## src/rtl/add_pipe.sv

```systemverilog
// add_pipe: pipelined W-bit carry-propagate adder, one CHUNK-bit slice per stage,
// valid/ready handshake with global stall. Define ADD_PIPE_SUB_EN to add the sub port.
module add_pipe #(
  parameter int unsigned W     = 16,
  parameter int unsigned CHUNK = 4
) (
  input  logic         clk,
  input  logic         rst,
  input  logic         in_valid,
  output logic         in_ready,
  input  logic [W-1:0] a,
  input  logic [W-1:0] b,
`ifdef ADD_PIPE_SUB_EN
  input  logic         sub,
`endif
  output logic         out_valid,
  input  logic         out_ready,
  output logic [W-1:0] sum,
  output logic         cout
);

  localparam int unsigned STAGES = (W + CHUNK - 1) / CHUNK;
  localparam int unsigned LAST   = W - (STAGES - 1) * CHUNK;

  logic adv;

  // One shared advance: the whole pipe moves or the whole pipe holds.
  assign adv      = ~out_valid | out_ready;
  assign in_ready = adv & ~rst;

  for (genvar k = 0; k < STAGES; k++) begin : g_stg
    localparam int unsigned LO  = k * CHUNK;
    localparam int unsigned SW  = (k == STAGES - 1) ? LAST : CHUNK;
    localparam int unsigned SW1 = SW + 1;
    localparam int unsigned RW  = W - LO;

    logic [RW-1:0]    a_in;
    logic [RW-1:0]    b_in;
    logic             c_in;
    logic             v_in;
    logic [SW-1:0]    b_eff;
    logic [SW:0]      slice;
    logic [LO+SW-1:0] ps_nxt;
    logic             v_q;
    logic             c_q;
    logic [LO+SW-1:0] ps_q;
`ifdef ADD_PIPE_SUB_EN
    logic             s_in;
`endif

    if (k == 0) begin : g_head
      assign a_in   = a;
      assign b_in   = b;
      assign v_in   = in_valid;
      assign ps_nxt = slice[SW-1:0];
`ifdef ADD_PIPE_SUB_EN
      assign s_in   = sub;
      assign c_in   = sub;
`else
      assign c_in   = 1'b0;
`endif
    end else begin : g_body
      assign a_in   = g_stg[k-1].g_skew.a_q;
      assign b_in   = g_stg[k-1].g_skew.b_q;
      assign v_in   = g_stg[k-1].v_q;
      assign c_in   = g_stg[k-1].c_q;
      assign ps_nxt = {slice[SW-1:0], g_stg[k-1].ps_q};
`ifdef ADD_PIPE_SUB_EN
      assign s_in   = g_stg[k-1].g_skew.s_q;
`endif
    end

`ifdef ADD_PIPE_SUB_EN
    assign b_eff = b_in[SW-1:0] ^ {SW{s_in}};
`else
    assign b_eff = b_in[SW-1:0];
`endif

    assign slice = SW1'(a_in[SW-1:0]) + SW1'(b_eff) + SW1'(c_in);

    // Slice result, carry and valid for this stage.
    always_ff @(posedge clk or posedge rst) begin
      if (rst) begin
        v_q  <= 1'b0;
        c_q  <= 1'b0;
        ps_q <= '0;
      end else if (adv) begin
        v_q  <= v_in;
        c_q  <= slice[SW];
        ps_q <= ps_nxt;
      end
    end

    // Upper operand bits wait here until their carry arrives.
    if (k < STAGES - 1) begin : g_skew
      logic [RW-SW-1:0] a_q;
      logic [RW-SW-1:0] b_q;
`ifdef ADD_PIPE_SUB_EN
      logic             s_q;
`endif
      always_ff @(posedge clk or posedge rst) begin
        if (rst) begin
          a_q <= '0;
          b_q <= '0;
`ifdef ADD_PIPE_SUB_EN
          s_q <= 1'b0;
`endif
        end else if (adv) begin
          a_q <= a_in[RW-1:SW];
          b_q <= b_in[RW-1:SW];
`ifdef ADD_PIPE_SUB_EN
          s_q <= s_in;
`endif
        end
      end
    end
  end

  assign out_valid = g_stg[STAGES-1].v_q;
  assign sum       = g_stg[STAGES-1].ps_q;
  assign cout      = g_stg[STAGES-1].c_q;

endmodule

```

## config.mk

```make
export PLATFORM = sky130hd
export DESIGN_NAME = add_pipe
export DESIGN_NICKNAME = d
export VERILOG_FILES = /design/src/rtl/add_pipe.sv
export SDC_FILE = /design/constraint.sdc
export NUM_CORES = 1
export LEC_CHECK = 0
export ABC_AREA = 1
export ABC_CLOCK_PERIOD_IN_PS = 5500
export CAP_MARGIN = 20
export CORE_MARGIN = 10
export CORE_UTILIZATION = 55
export CTS_CLUSTER_SIZE = 40
export DETAILED_ROUTE_END_ITERATION = 12
export DONT_BUFFER_PORTS = 1
export PLACE_DENSITY = 0.7
export SLEW_MARGIN = 40
export SYNTH_ARGS = -nofsm -noshare
export SYNTH_HDL_FRONTEND = slang
export SYNTH_SLANG_ARGS = --single-unit
```

## constraint.sdc

```tcl
create_clock -name clk -period 5.5 [get_ports clk]
set_input_delay 1.65 -clock clk [delete_from_list [all_inputs] [get_ports clk]]
set_output_delay 1.65 -clock clk [all_outputs]
set_load 0.03 [all_outputs]
```

---- After elaboration in Yosys (flattened, before gate mapping) ----
Index checks and enable logic that the tools add are counted.
W data, S select, Z words.
storage, ports and cells
  output and inout port bits .............. 19
  logic and storage cells ................. 29
  register bits ........................... 96
  bits of input ports ..................... 36
operators by class
  $add $sub $neg .......................... 7
  bitwise logic cells ..................... 4
operator list
  kind           count
  $add A4 B4 Y5  4
  $add A5 B1 Y5  3
  $not A1 Y1     2
  $and A1 B1 Y1  1
  $or A1 B1 Y1   1

---- Depth between registers and ports, before layout ----
  depth after elaboration ................. 3
  depth in mapped cells ................... 8
  depth with buffers taken out ............ 8

---- Worst setup path before layout ----
Ideal clock, no wire load.
  kind .................................... input port to output port
  start point ............................. input port out_ready
  end point ............................... output port in_ready
  stages .................................. 4
  buffers on the path ..................... 2
  data required time ...................... 3.850 ns
  data arrival time ....................... 2.409 ns
  slack ................................... 1.441 ns
  path through ............................ nor2_4 buf_4 buf_2 nor2_1
between the ends
  longest elaborated chain between the ends .. 2
ends and longest elaborated chain
  item           RTL line  source
  from (decl)    17        input logic out_ready,
  $or A1 B1 Y1   28        assign adv = ~out_valid | out_ready;
  $and A1 B1 Y1  29        assign in_ready = adv & ~rst;
  to (decl)      10        output logic in_ready,
No other way between the ends.

---- Final worst setup path ----
Ends and elaborated chain as after synthesis.

==> reports/results.tsv <==
stage	metric	value	unit
run_status	status	finished clean	
cts	CTS Buf Count	9	
synth	area fraction of the dominant cell type after synthesis	0.581	
final_layout	ant diodes	0	
run	Maximum Capacitance Violations	0	
cts	clock slew at the register clock pins of the worst setup and hold paths	90	ps
synth	synth cell count leaders	nand2_1, dfrtp_1, inv_1, o21ai_0	
worst_hold_path	Hold Path Class	flip-flop to flip-flop	
worst_setup_path	Worst setup EP type	output pin	
floorplanning	Die Ht	107	µm
worst_setup_path	Worst Path Arrival	2130	ps
sta	total negative setup slack	0	ps
floorplanning	I/O pins	55	
global_route	GRT busiest layer	met2	
cts	H-tree depth	3	
worst_setup_path	worst r2r src	out_valid	
synth	Synth Instances	456	
drt	detailed-route via count	2758	
power	P per Cell Area	573	nW/µm²
synth	syn avg cell area	9.06	µm²
sta	Final period util	0.688	
final_layout	area added between synthesis and finish	6.15	%
final_layout	final-stage net count	506	
drt	Routed Antenna Nets	0	
floorplanning	cell row count	31	
worst_setup_path	crit-path leading delay family	simple AND/OR/NAND/NOR gates	
drt	DR iter-0 viols	167	
sta	final setup violation count	0	
synth	Synth Area in Compound Gates	0.0854	
global_route	met1 track demand over resource	0.168	
floorplanning	starting density of the core	0.567	
worst_setup_path	critical-path cell list	nor2_4 > nor2_1	
power	Leak	2.26	nW
global_route	met3 Use GR	0.0455	
synth	Post-synth EDFFs	0	
power	Clock power frac	0.182	
worst_setup_path	CP bufs+invs	0	
drt	wire per inst	13.3	µm
floorplanning	DIE AREA	11400	µm²
cts	Root Driver	clkbuf_8	
power	Sw Ratio	0.399	
final_layout	Fill cells	680	
power	Comb pwr share	0.299	
drt	detailed-route wire length	7380	µm
global_route	number of global-route vias before repair	2804	
worst_setup_path	WP data required	3850	ps
cts	# resized after CTS	0	
power	P_int	1.51	mW
sta	f_max	264	MHz
synth	register area share after synthesis	0.581	
sta	Worst-Margin Slew	635	ps
sta	RSZ-0062 raised after global routing	no	
synth	Async SR Flop Fraction	1.00	
cts	hold bufs inserted after CTS	0	
global_route	antenna violations before repair	0	
power	switching pwr	1.00	mW
worst_setup_path	critical path startpoint category	primary input	
sta	Slew headroom	0.577	
final_layout	ratio of cells with drive above 1 in the final layout	0.0527	
worst_setup_path	R2R Setup Slk	3800	ps
synth	most frequent cell after synthesis	nand2_1	
synth	Yosys top cell by area	dfrtp_1	
worst_setup_path	CP Max Fanout	3	
cts	Setup Buffers After CTS	0	
global_route	first-pass GRT wire length	12900	µm
drt	Post-route DRC	0	
sta	fin. max-slew vios	0	
synth	Post-Syn Nets	512	
final_layout	Final Util	0.602	
worst_setup_path	CP max stage delay	440	ps
synth	post-synthesis cell area	4130	µm²
cts	Worst-Skew Late Latency	350	ps
global_route	grt ovf	0	
synth	Simple-Gate Fraction of Synth Area	0.186	
placement	GPL Wtd Cong	0.781	
final_layout	Final Instance Area	4390	µm²
power	VDD IR max	199	µV
floorplanning	CORE AREA	7290	µm²
sta	endpoints failing hold	0	
global_route	largest net degree at the start of global routing	97	
cts	Longest Clk Path Bufs	2	
synth	Synth Area in Adders	0.0733	
floorplanning	Die W	107	µm
worst_setup_path	type of the worst setup path	primary input to output pin	
global_route	Global Route met2 Usage	0.222	
synth	mux cell area share after synthesis	0	
worst_setup_path	CP endpoint	in_ready	
synth	Synth area leaders	dfrtp_1, nand2_1, o21ai_0	
placement	Inst Count DP	538	
worst_setup_path	r2r worst-path depth	4	
cts	# clock sinks	96	
synth	synth warn	0	
placement	dpl cell area	4180	µm²
power	Seq pwr share	0.518	
synth	top_reg_cell synth	dfrtp_1	
worst_setup_path	reg-to-reg endpoint	g_stg[1].g_skew.a_q[3]	
drt	post-DR vias/cell	4.98	
power	Pwr Total	2.51	mW
synth	largest family of logic cells by synthesized area	simple AND/OR/NAND/NOR gates	
synth	xor-xnor portion of the synthesized cell area	0.00212	
synth	Yosys cell types	20	
sta	post-layout min period	3780	ps
synth	Yosys reg bits	96	
global_route	gr usage total	0.139	
cts	CTS tree	yes	
worst_setup_path	CP max-delay cell	nor2_1	
worst_setup_path	Levels on crit path	2	
final_layout	Non-Filler Instances	554	
placement	dpl hpwl	4930	µm
placement	PortBufs	0	
drt	TritonRoute pass-1 iters	4	
sta	Worst Skew	11.6	ps
worst_setup_path	CP Launch Point	out_ready	
==> power groups by stage <==
stage               clock network [mW]  logic (mW)  registers (mW)
detailed placement                   0       0.762            1.33
finish                           0.459       0.752            1.30
CTS                              0.470       0.768            1.31
global placement                     0       0.724            1.31
global route                     0.500       0.913            1.35
floorplan                            0       0.628            1.27
==> routing by layer <==
metal,wire (µm),share of wire
met1,3260,0.44
met2,3520,0.48
met3,465,0.063
met4,140,0.019
met5,0,0
==> layout by cell type (no fill, tap or decap), types with 2 or more instances in the layout <==
cell type  instances
a21oi_1            6
buf_6              2
clkbuf_8          10
clkinv_2           2
dfrtp_1           96
fa_1               7
ha_1              13
inv_1             50
nand2_1          169
nand3_1           13
nor2_1            11
o21ai_0           51
o21ai_1           11
or2_2              3
==> flip-flops by register name (all words and copies together), names as in the netlist <==
register and flops:
cout 1, g_stg.c_q 3, g_stg.g_skew.a_q 24, g_stg.g_skew.b_q 24
g_stg.ps_q 24, g_stg.v_q 3, out_valid 1, sum 16
==> worst reg2reg max path: cells and delay by family, from the launching register on <==
kind,cells,cell delay (ps)
buffers and inverters,2,630
AOI/OAI and AO/OA,1,220
DFF,1,530
and+or+nand+nor,1,180
==> cell type report <==
cell class,instances,area [µm²],area share
flip-flops and latches,96,2400,0.548
multi-input cells,288,1440,0.327
inverters,52,198,0.0451
clock buffers,11,141,0.0322
well taps,99,124,0.0282
clock inverters,5,56.3,0.0128
repair buffers,3,30.0,0.00685
==> cell families after synthesis <==
kind of cell    Yosys count
simple gates            197
xor+xnor                  1
compound gates           70
flops                    96
buf+inv                  72
fa+ha+maj                20
==> worst min-delay path by stage <==
stage          slack (ps)                to        startpoint  cells after the start
6_report              470  g_stg[2].ps_q[5]  g_stg[1].ps_q[5]                      2
5_1_grt               480         out_valid      g_stg[2].v_q                      1
4_1_cts               470         out_valid      g_stg[2].v_q                      1
3_5_place_dp          450            sum[9]  g_stg[2].ps_q[9]                      2
3_3_place_gp          450         out_valid      g_stg[2].v_q                      1
2_1_floorplan         440         out_valid      g_stg[2].v_q                      1
==> metrics by stage <==
step	hold WS [ps]	setup slack, ps
6_report	472	1720
5_1_grt	485	1690
4_1_cts	471	1710
3_5_place_dp	451	1710
3_3_place_gp	448	1710
2_1_floorplan	440	1340
(Power assumes the default switching activity.)
